$ cat config.mk
export PLATFORM = sky130hd
export DESIGN_NAME = mux_a
export DESIGN_NICKNAME = d
export VERILOG_FILES = /design/src/rtl/mux_a_pkg.sv /design/src/rtl/mux_a_pipe_reg.sv /design/src/rtl/mux_a.sv
export SDC_FILE = /design/constraint.sdc
export NUM_CORES = 1
export LEC_CHECK = 0
export ABC_CLOCK_PERIOD_IN_PS = 800
export CAP_MARGIN = 0
export CORE_UTILIZATION = 30
export CTS_CLUSTER_DIAMETER = 80
export DETAILED_ROUTE_END_ITERATION = 8
export PLACE_DENSITY = 0.81
export SLEW_MARGIN = 15
export SYNTH_ARGS = -nofsm -noshare
export SYNTH_HDL_FRONTEND = slang
export SYNTH_SLANG_ARGS = --single-unit
export TNS_END_PERCENT = 20
$ cat constraint.sdc
create_clock -name clk -period 0.8 [get_ports clk]
set_input_delay 0.16 -clock clk [delete_from_list [all_inputs] [get_ports clk]]
set_output_delay 0.16 -clock clk [all_outputs]
set_load 0.05 [all_outputs]
$ cat src/rtl/mux_a_pkg.sv
// Shared constants for the mux_a block: default widths, pipeline depth bounds
// and the in2 extension-mode encodings.
package mux_a_pkg;

    localparam int W_IN1_DEF = 32;
    localparam int W_IN2_DEF = 16;

    localparam int PIPE_MIN = 1;
    localparam int PIPE_MAX = 4;

    localparam int EXT_ZERO = 0;
    localparam int EXT_SIGN = 1;

endpackage : mux_a_pkg

$ cat src/rtl/mux_a_pipe_reg.sv
// One output pipeline stage: a W-bit register that clears asynchronously.
module mux_a_pipe_reg
    import mux_a_pkg::*;
#(
    parameter int W = W_IN1_DEF
) (
    input  logic         clk,
    input  logic         rst_n,
    input  logic [W-1:0] d,
    output logic [W-1:0] q
);

    // Capture every edge; reset clears without waiting for the clock.
    always_ff @(posedge clk or negedge rst_n) begin
        if (!rst_n) begin
            q <= '0;
        end else begin
            q <= d;
        end
    end

endmodule : mux_a_pipe_reg

$ cat src/rtl/mux_a.sv
// 2:1 select between a full-width source and a zero/sign-extended narrow
// source, followed by PIPE_STAGES register stages. outA comes only from flops.
module mux_a
    import mux_a_pkg::*;
#(
    parameter int W_IN1       = W_IN1_DEF,
    parameter int W_IN2       = W_IN2_DEF,
    parameter int EXT_SIGNED  = EXT_ZERO,
    parameter int PIPE_STAGES = 1
) (
    input  logic             clk,
    input  logic             rst_n,
    input  logic [W_IN1-1:0] in1,
    input  logic [W_IN2-1:0] in2,
    input  logic             sel,
    output logic [W_IN1-1:0] outA
);

    // Reject illegal configurations at elaboration time.
    if (W_IN2 < 1 || W_IN2 > W_IN1) begin : g_bad_width
        $error("mux_a: W_IN2 (%0d) must be in 1..W_IN1 (%0d)", W_IN2, W_IN1);
    end
    if (PIPE_STAGES < PIPE_MIN || PIPE_STAGES > PIPE_MAX) begin : g_bad_pipe
        $error("mux_a: PIPE_STAGES (%0d) must be in %0d..%0d",
               PIPE_STAGES, PIPE_MIN, PIPE_MAX);
    end
    if (EXT_SIGNED != EXT_ZERO && EXT_SIGNED != EXT_SIGN) begin : g_bad_ext
        $error("mux_a: EXT_SIGNED (%0d) must be 0 or 1", EXT_SIGNED);
    end

    logic [W_IN1-1:0] in2_ext;
    logic [W_IN1-1:0] sel_val;
    logic [W_IN1-1:0] stage [0:PIPE_STAGES];

    // Equal widths leave nothing to fill, so EXT_SIGNED has no effect there.
    if (W_IN1 == W_IN2) begin : g_no_ext
        assign in2_ext = in2;
    end else begin : g_ext
        localparam int FILL_W = W_IN1 - W_IN2;
        logic fill;
        assign fill    = (EXT_SIGNED == EXT_SIGN) ? in2[W_IN2-1] : 1'b0;
        assign in2_ext = {{FILL_W{fill}}, in2};
    end

    // Plain 2:1 select feeding stage 0; an unknown sel gets no special treatment.
    always_comb begin
        sel_val = in2_ext;
        if (sel) begin
            sel_val = in1;
        end
    end

    assign stage[0] = sel_val;

    for (genvar i = 0; i < PIPE_STAGES; i++) begin : g_pipe
        mux_a_pipe_reg #(
            .W (W_IN1)
        ) u_stage (
            .clk   (clk),
            .rst_n (rst_n),
            .d     (stage[i]),
            .q     (stage[i+1])
        );
    end

    assign outA = stage[PIPE_STAGES];

endmodule : mux_a

* After elaboration in Yosys (flattened, before gate mapping)
Index checks and enable logic that the tools add are counted.
Storage, ports and cells: bits of input ports 51, logic and storage cells 2, output and inout bits 32, register bits after elaboration 32
Cells by class: multiplexer cells 1
Operators with widths (number):
- 2-to-1 mux 32 bit | 1

* Logic depth before layout (Yosys ltp)
Gate-level depths: netlist (run 1).
word-level depth 1, depth in mapped cells 2

* Cells and area by module
Synthesis (run 1) repeated with hierarchy kept, for this count alone.
Second synthesis, totals: cells, all modules 67, area, all modules 1108.6 sq um
By module, submodules not included:
- mux_a_pipe_reg | cells each 32, instances 1, sequential area each 800.8 sq um, area each 800.8 sq um
- mux_a | cells each 35, instances 1, sequential area each 0.0 sq um, area each 307.8 sq um

* Worst setup path after synthesis (run 1)
Ideal clock, no wire load.
path kind register -> output, start register g_pipe[0].u_stage.q[0], end output outA[0], data arrival time 0.586 ns, slack 0.054 ns, path buffers 0, cell stages (with the launch flop) 1, data required time 0.640 ns, path through dfrtp_1
RTL lines:
- start: declaration | line mux_a_pipe_reg.sv:10 | output logic [W-1:0] q
- start signal: assignment | line mux_a_pipe_reg.sv:16 | q <= '0;
- start signal: assignment | line mux_a_pipe_reg.sv:18 | q <= d;
- end: declaration | line mux_a.sv:16 | output logic [W_IN1-1:0] outA
No word-level cell between the ends.

* Worst setup path after layout (run 1)
start register g_pipe[0].u_stage.q[25], end output outA[25]
No word-level cell between the ends.

==> flow_summary.json, run 1 <==
{
  "ys.warnings.count": 0,
  "htree_levels": 2,
  "relSlewSlack_pct": 86.7,
  "n_fill_cell": 238,
  "ys_ff_latch": 32,
  "num_vias": 867,
  "ant_nets": 0,
  "path_cells": "buf_12",
  "period_minus_slack_ps": 997,
  "cts_buffers": 5,
  "fmax_mhz": 1000,
  "final_cell_area_mm2": 0.00244,
  "die_w_um": 62.8,
  "largest_register": "g_pipe.u_stage.q",
  "drc": 0,
  "ys_types": 5,
  "grt-ovfl-total": 0,
  "endpoint_kind": "output pin",
  "status": "finished with violations",
  "p_seq_share_pct": 42.5,
  "critPathMaxFanout": 1,
  "p_sw_share_pct": 26.5,
  "setup_tns_ps": -5660,
  "largest_register_ffs": 32,
  "n_antenna_cell": 0,
  "largestRegisters": "g_pipe.u_stage.q (32)",
  "critPathMaxStageDelay_ps": 410,
  "grt_pass1_wl_mm": 4.42,
  "leakage_uw": 0.00107,
  "critical_path_class": "reg2out",
  "ys_seq_area_share_pct": 72.2,
  "crit_required_ps": 640,
  "cts_sinks": 32,
  "areaGrowthSynthToFinish_pct": 120,
  "core_area_mm2": 0.00344,
  "die_y_um": 62.8,
  "grt_max_degree": 33,
  "combinationalPowerShare_pct": 29.3,
  "dpl_cell_area_mm2": 0.00231,
  "dpl.hpwl_mm": 2.24,
  "p_total_uw": 4260,
  "hold_path.class": "in2async",
  "track_usage_pct": 15.4,
  "slew_viol_final": 0,
  "cts.clk_slew.worst_paths_ps": 60,
  "power.internal_uw": 3130,
  "finalWorstSetupSlack_ps": -197,
  "violations": "negative setup slack",
  "avgSynthCellArea_um2": 16.5,
  "cp_slowest_cell": "dfrtp_1",
  "cts_tree": "yes",
  "rows": 21,
  "setup_violations": 32,
  "nNetsFinal": 210,
  "firstDrtPassIters": 2,
  "drt_iter0_drc": 6,
  "syn-num-nets": 118,
  "rsz0062_at_grt": "true",
  "antenna_found_initial": 0,
  "syn_area_mm2": 0.00111,
  "die_area_mm2": 0.00394,
  "finalCritPeriodShare_pct": 125,
  "final_hold_viol_count": 0,
  "clockBufferDepth": 2,
  "place_congestion": 0.735,
  "p_clk_share_pct": 28.2,
  "holdBufCountCts": 0,
  "maxCapViolCount": 0,
  "worst_slew_pin_slew_ps": 200,
  "drive_above_1_share_pct": 37.5,
  "num_io_pins": 83,
  "cts-root-buf": "clkbuf_8",
  "routed_via_density": 4.21,
  "switchingPower_uw": 1130,
  "start_util_pct": 32.2,
  "crit_family": "flip-flops",
  "startpoint_type": "flop",
  "wl_mm": 2.80,
  "irDropWorstVdd_mv": 1.09,
  "syn_inst": 67,
  "grt_pass1_vias": 952,
  "crit_buf_inv": 1,
  "power.density_mw_per_mm2": 1750,
  "crit_arrival_ps": 840,
  "io_buffers": 82,
  "wire_per_inst_um": 13.6
}
per-stage QoR:
| stage | cells | setup WS (ps) | hold slack, ps | utilization [%] |
|---|---|---|---|---|
| 2_1_floorplan | 67 | 54.1 | -136 | - |
| 5_1_grt | 206 | -225 | 272 | 70.8 |
| 6_report | 206 | -197 | 266 | 70.8 |
| 3_3_place_gp | 195 | -515 | 540 | 67.2 |
| 4_1_cts | 206 | -213 | 268 | 70.8 |
| 3_5_place_dp | 195 | -548 | 562 | 67.2 |
final timing paths:
| check | from | to | slack (ps) | depth (start not counted) |
|---|---|---|---|---|
| max in group asynchronous | rst_n | g_pipe[0].u_stage.q[31] | 370 | 2 |
| max | g_pipe[0].u_stage.q[25] | outA[25] | -200 | 1 |
| min in group clk | in1[23] | g_pipe[0].u_stage.q[23] | 460 | 2 |
| min | rst_n | g_pipe[0].u_stage.q[22] | 270 | 2 |
repair_timing:
item                       4_1_cts  5_1_grt
buffers inserted                 2        0
setup endpoints to repair       49       32
pin swaps                        0        0
cloned                           1        0
gates resized for setup          6        0
cell usage after synthesis (all sizes together):
cell type	number	area [um^2]
dfrtp	32	801
and2	16	100
mux2	16	180
buf	3	27.5
final cells by class:
type / count / area (um^2) / area share [%]
tap: 46 / 57.6 / 2.36
timing repair buffer: 88 / 1210 / 49.6
sequential: 32 / 801 / 32.8
multi-input combinational: 32 / 280 / 11.5
clock buffer: 8 / 90.1 / 3.69
power by group through the flow:
stage | sequential [uW] | clock (uW) | combinational, uW
after global routing | 1810 | 1330 | 1290
final | 1810 | 1200 | 1250
after global placement | 1840 | 0 | 1220
after floorplan | 2150 | 0 | 119
after detailed placement | 1840 | 0 | 1240
after CTS | 1810 | 1240 | 1260
placed cells by master, fill, tap and decap left out, drive strengths merged:
cell	count
clkdlybuf4s15	1
buf	38
mux2	16
and2	16
clkbuf	8
dfrtp	32
clkdlybuf4s50	49
cells by family (layout without fill, tap and decap cells):
logic type / count (synthesis) / count (layout) / synth area share (%)
flops: 32 / 32 / 72.2
mux: 16 / 16 / 16.3
simple gates: 16 / 16 / 9.03
buf+inv: 3 / 96 / 2.48
routing by layer:
metal	part of all wire [%]	global-route usage, %	vias to the layer above
li1	-	-	400
met1	35	15.4	415
met2	57	29.2	46
met3	7.0	4.74	6
met4	1.1	6.10	0
met5	0	0	-
No activity file was read; power rests on OpenSTA's default activity.
==> run 2, diff against run 1 <==
--- a/config.mk
+++ b/config.mk
@@ -7,6 +7,7 @@
 export LEC_CHECK = 0
 export ABC_CLOCK_PERIOD_IN_PS = 800
 export CAP_MARGIN = 0
+export CORE_ASPECT_RATIO = 1.4
 export CORE_UTILIZATION = 30
 export CTS_CLUSTER_DIAMETER = 80
 export DETAILED_ROUTE_END_ITERATION = 8
==> run 2 against run 1 <==
  * The run still ends with negative setup slack left
  * Total power up 0.72%
  * Cell count down 3.9%
  * Via count unchanged
  * Final area unchanged
  * Critical path type unchanged
  * Sequential power about the same
==> flow_summary.json, run 2 (synthesis gave the netlist of run 1 again) <==
{
  "htree_levels": 2,
  "holdBufCountCts": 0,
  "critPathMaxStageDelay_ps": 410,
  "drive_above_1_share_pct": 37.3,
  "cts-root-buf": "clkbuf_8",
  "hold_path.class": "in2async",
  "placed_cells": 189,
  "finalWorstSetupSlack_ps": -207,
  "nNetsFinal": 208,
  "antenna_found_initial": 0,
  "clockBufferDepth": 2,
  "drc": 0,
  "num_vias": 867,
  "drt_iter0_drc": 8,
  "period_minus_slack_ps": 1010,
  "utilization_pct": 70.9,
  "critical_path_class": "reg2out",
  "finalCritPeriodShare_pct": 126,
  "cts.clk_slew.worst_paths_ps": 60,
  "n_antenna_cell": 0,
  "grt-ovfl-total": 0,
  "dpl_cell_area_mm2": 0.00232,
  "core_area_mm2": 0.00344,
  "final_common_cell": "clkdlybuf4s50_1",
  "endpoint_kind": "output pin",
  "p_total_uw": 4290,
  "cp_slowest_cell": "dfrtp_1",
  "wl_mm": 3.10,
  "firstDrtPassIters": 2,
  "io_buffers": 82,
  "cts_sinks": 32,
  "largest_register_ffs": 32,
  "critPathMaxFanout": 1,
  "path_cells": "buf_12",
  "grt_max_degree": 33,
  "die_y_um": 73.9,
  "ant_nets": 0,
  "maxCapViolCount": 0,
  "grt_pass1_vias": 925,
  "leakage_uw": 0.00107,
  "setup_violations": 32,
  "crit_arrival_ps": 850,
  "place_congestion": 0.616,
  "num_io_pins": 83,
  "largestRegisters": "g_pipe.u_stage.q (32)",
  "final_hold_viol_count": 0,
  "largest_register": "g_pipe.u_stage.q",
  "relSlewSlack_pct": 88.7,
  "crit_buf_inv": 1,
  "holdWs_ps": 249,
  "wire_per_inst_um": 15.6,
  "worst_slew_pin_slew_ps": 169,
  "crit_required_ps": 640,
  "crit_family": "flip-flops",
  "die_area_mm2": 0.00395,
  "start_util_pct": 32.2,
  "rows": 25,
  "dpl.hpwl_mm": 2.40,
  "irDropWorstVdd_mv": 1.29,
  "power.density_mw_per_mm2": 1760,
  "status": "finished with violations",
  "slew_viol_final": 0,
  "final_cell_area_mm2": 0.00244,
  "track_usage_pct": 17.4,
  "post_layout_nonfiller_instances": 198,
  "rsz0062_at_grt": "true",
  "cts_tree": "yes",
  "cts_buffers": 5,
  "final_cell_mix": "clkdlybuf4s50_1 (49), buf_12 (34), dfrtp_1 (32)",
  "fmax_mhz": 993,
  "violations": "negative setup slack",
  "routed_via_density": 4.38,
  "areaGrowthSynthToFinish_pct": 120,
  "grt_pass1_wl_mm": 4.53,
  "die_w_um": 53.4,
  "startpoint_type": "flop"
}
run 2: changes by cell type in the layout (fill, tap and decap cells not counted), sizes merged:
cell  delta
buf      -2
run 2: report_power, final:
part           total, uW  switching, uW  internal, uW
registers           1810           88.3          1720
logic               1250            540           713
clock network       1220            523           700
run 2: area by class of cell:
type / count / area (um^2)
repair buffers: 86 / 1220
well taps: 40 / 50.0
multi-input cells: 32 / 280
flip-flops and latches: 32 / 801
clock buffers: 8 / 90.1
fillers: 237 / 1000
run 2: through the flow:
step / setup TNS (ps) / setup WS, ps
3_3_place_gp: -13340 / -500
3_5_place_dp: -14400 / -551
6_report: -5930 / -207
5_1_grt: -6880 / -239
4_1_cts: -6450 / -217
2_1_floorplan: 0 / 54.1
run 2: final timing paths:
| path | start | to | slack, ps | cells after the start |
|---|---|---|---|---|
| setup / recovery | g_pipe[0].u_stage.q[30] | outA[30] | -210 | 1 |
| hold / removal | rst_n | g_pipe[0].u_stage.q[28] | 250 | 2 |
| max in group asynchronous | rst_n | g_pipe[0].u_stage.q[6] | 380 | 2 |
| min in group clk | sel | g_pipe[0].u_stage.q[31] | 440 | 3 |
run 2: routing by layer:
layer	global-route usage (%)	up-vias	share of wire (%)
met4	10.5	0	4.3
met1	14.5	411	27
li1	-	395	-
met5	0	-	0
met2	32.9	51	60
met3	6.42	10	8.2
run 2: what timing repair did:
action | in CTS | in global routing
cloned | 1 | 0
setup buffers | 0 | 0
endpoints found under the setup margin | 58 | 32
gates resized for setup | 4 | 0
==> run 3, diff against run 2 <==
--- a/config.mk
+++ b/config.mk
@@ -5,13 +5,14 @@
 export SDC_FILE = /design/constraint.sdc
 export NUM_CORES = 1
 export LEC_CHECK = 0
-export ABC_CLOCK_PERIOD_IN_PS = 800
+export ABC_CLOCK_PERIOD_IN_PS = 900
 export CAP_MARGIN = 0
 export CORE_ASPECT_RATIO = 1.4
-export CORE_UTILIZATION = 30
+export CORE_UTILIZATION = 31
+export CTS_BUF_LIST = sky130_fd_sc_hd__clkbuf_4 sky130_fd_sc_hd__clkbuf_8
 export CTS_CLUSTER_DIAMETER = 80
 export DETAILED_ROUTE_END_ITERATION = 8
-export PLACE_DENSITY = 0.81
+export PLACE_DENSITY = 0.83
 export SLEW_MARGIN = 15
 export SYNTH_ARGS = -nofsm -noshare
 export SYNTH_HDL_FRONTEND = slang
==> constraint.sdc (replaced) <==
create_clock -name clk -period 0.9 [get_ports clk]
set_input_delay 0.18 -clock clk [delete_from_list [all_inputs] [get_ports clk]]
set_output_delay 0.18 -clock clk [all_outputs]
set_load 0.05 [all_outputs]
==> run 3 against run 2 <==
  * The run still ends with negative setup slack left
  * Sequential share of layout area increased by 0.12 points
  * Cell count is 0.51% lower
  * Flip-flop and latch count unchanged
  * Critical endpoint is now outA[8]
==> flow_summary.json, run 3 (synthesis gave the netlist of run 1 again) <==
{
  "status": "finished with violations",
  "violations": "negative setup slack",
  "final_cell_area_mm2": 0.00243,
  "critical_path_class": "reg2out",
  "cts_tree": "yes",
  "cts.clk_slew.worst_paths_ps": 70,
  "place_congestion": 0.646,
  "utilization_pct": 71.3,
  "finalCritPeriodShare_pct": 115,
  "areaGrowthSynthToFinish_pct": 119,
  "relSlewSlack_pct": 88.5,
  "startpoint": "g_pipe[0].u_stage.q[8]",
  "period_minus_slack_ps": 1040,
  "critPathMaxFanout": 1,
  "setup_violations": 32,
  "p_total_uw": 4060,
  "io_buffers": 82,
  "final_cell_mix": "clkdlybuf4s50_1 (49), buf_12 (34), dfrtp_1 (32)",
  "track_usage_pct": 18.0,
  "largest_register_ffs": 32,
  "num_vias": 877,
  "antenna_found_initial": 0,
  "cp-endpoint": "outA[8]",
  "crit_required_ps": 720,
  "endpoint_kind": "output pin",
  "critical_path_cell_count": 1,
  "largestRegisters": "g_pipe.u_stage.q (32)",
  "routed_via_density": 4.45,
  "wl_mm": 3.12,
  "drt_iter0_drc": 12,
  "die_area_mm2": 0.00382,
  "clockBufferDepth": 2,
  "leakage_uw": 0.00106,
  "startpoint_type": "flop",
  "start_util_pct": 32.5,
  "hold_path.class": "in2async",
  "grt_pass1_wl_mm": 4.59,
  "num_io_pins": 83,
  "die_y_um": 72.8,
  "maxCapViolCount": 0,
  "nNetsFinal": 207,
  "cts-root-buf": "clkbuf_8",
  "core_area_mm2": 0.00341,
  "worst_slew_pin_slew_ps": 173,
  "slew_viol_final": 0,
  "firstDrtPassIters": 4,
  "dpl.hpwl_mm": 2.42,
  "crit_buf_inv": 1,
  "drc": 0,
  "holdWs_ps": 249,
  "die_w_um": 52.5,
  "rows": 25,
  "fmax_mhz": 964,
  "power.density_mw_per_mm2": 1670,
  "final_hold_viol_count": 0,
  "pre_cts_slack_ps": -443,
  "n_antenna_cell": 0,
  "cts_sinks": 32,
  "finalWorstSetupSlack_ps": -137,
  "cts_buffers": 5,
  "crit_family": "flip-flops",
  "crit_arrival_ps": 860,
  "critPathMaxStageDelay_ps": 410,
  "largest_register": "g_pipe.u_stage.q",
  "drive_above_1_share_pct": 37.6,
  "path_cells": "buf_12",
  "htree_levels": 2,
  "irDropWorstVdd_mv": 1.30,
  "dpl_cell_area_mm2": 0.00232,
  "cp_slowest_cell": "dfrtp_1",
  "final_common_cell": "clkdlybuf4s50_1",
  "grt_pass1_vias": 959,
  "rsz0062_at_grt": "true",
  "ant_nets": 0,
  "wire_per_inst_um": 15.8,
  "grt-ovfl-total": 0,
  "grt_max_degree": 33
}
-- run 3: changes by cell type in the layout (fill, tap and decap cells not counted) --
| cell | before | now |
|---|---|---|
| clkdlybuf4s15_2 | 1 | 0 |
| clkbuf_8 | 6 | 5 |
| clkinvlp_4 | 0 | 1 |
| dlygate4sd2_1 | 0 | 1 |
| clkinv_2 | 0 | 1 |
| buf_16 | 1 | 0 |
| clkbuf_1 | 2 | 0 |
| bufinv_16 | 0 | 1 |
-- run 3: final cells by class --
class                   instances  area (um^2)
fillers                       215          980
repair buffers                 85         1190
flip-flops and latches         32          801
clock inverters                 3         42.5
clock buffers                   5         68.8
multi-input cells              32          280
well taps                      40         50.0
-- run 3: how the worst min path moves through the flow --
stage | from | end | slack [ps] | cells after the start
after global routing | rst_n | g_pipe[0].u_stage.q[29] | 260 | 2
after global placement | rst_n | g_pipe[0].u_stage.q[16] | 560 | 2
after detailed placement | rst_n | g_pipe[0].u_stage.q[29] | 570 | 2
after CTS | rst_n | g_pipe[0].u_stage.q[0] | 250 | 2
after floorplan | rst_n | g_pipe[0].u_stage.q[0] | -120 | 0
final | rst_n | g_pipe[0].u_stage.q[0] | 250 | 2
-- run 3: routing by layer --
| metal | vias to the layer above | wire [um] | part of all wire [%] | GRT usage (%) |
|---|---|---|---|---|
| met1 | 427 | 893 | 29 | 14.2 |
| met3 | 6 | 235 | 7.5 | 7.29 |
| li1 | 392 | - | - | - |
| met4 | 0 | 89 | 2.9 | 9.65 |
| met2 | 52 | 1900 | 61 | 34.7 |
| met5 | - | 0 | 0 | 0 |
-- run 3: report_power, final --
group          leakage [uW]  switching (uW)  total (uW)  internal, uW
clock             0.0000541             528        1350           818
sequential         0.000393            80.1        1610          1530
combinational      0.000616             479        1100           621
total               0.00106            1090        4060          2970
-- run 3: metrics by stage --
| stage | instances | TNS (ps) |
|---|---|---|
| global route | 197 | -4880 |
| global placement | 189 | -10830 |
| finish | 197 | -3860 |
| floorplan | 67 | 0 |
| detailed placement | 189 | -11290 |
| CTS | 197 | -4390 |
-- run 3: what timing repair did --
| action | 4_1_cts | 5_1_grt |
|---|---|---|
| pin swaps | 0 | 0 |
| hold buffers | 0 | 0 |
| buffers inserted | 0 | 0 |
| resized for setup | 1 | 0 |
| setup endpoints to repair | 58 | 32 |
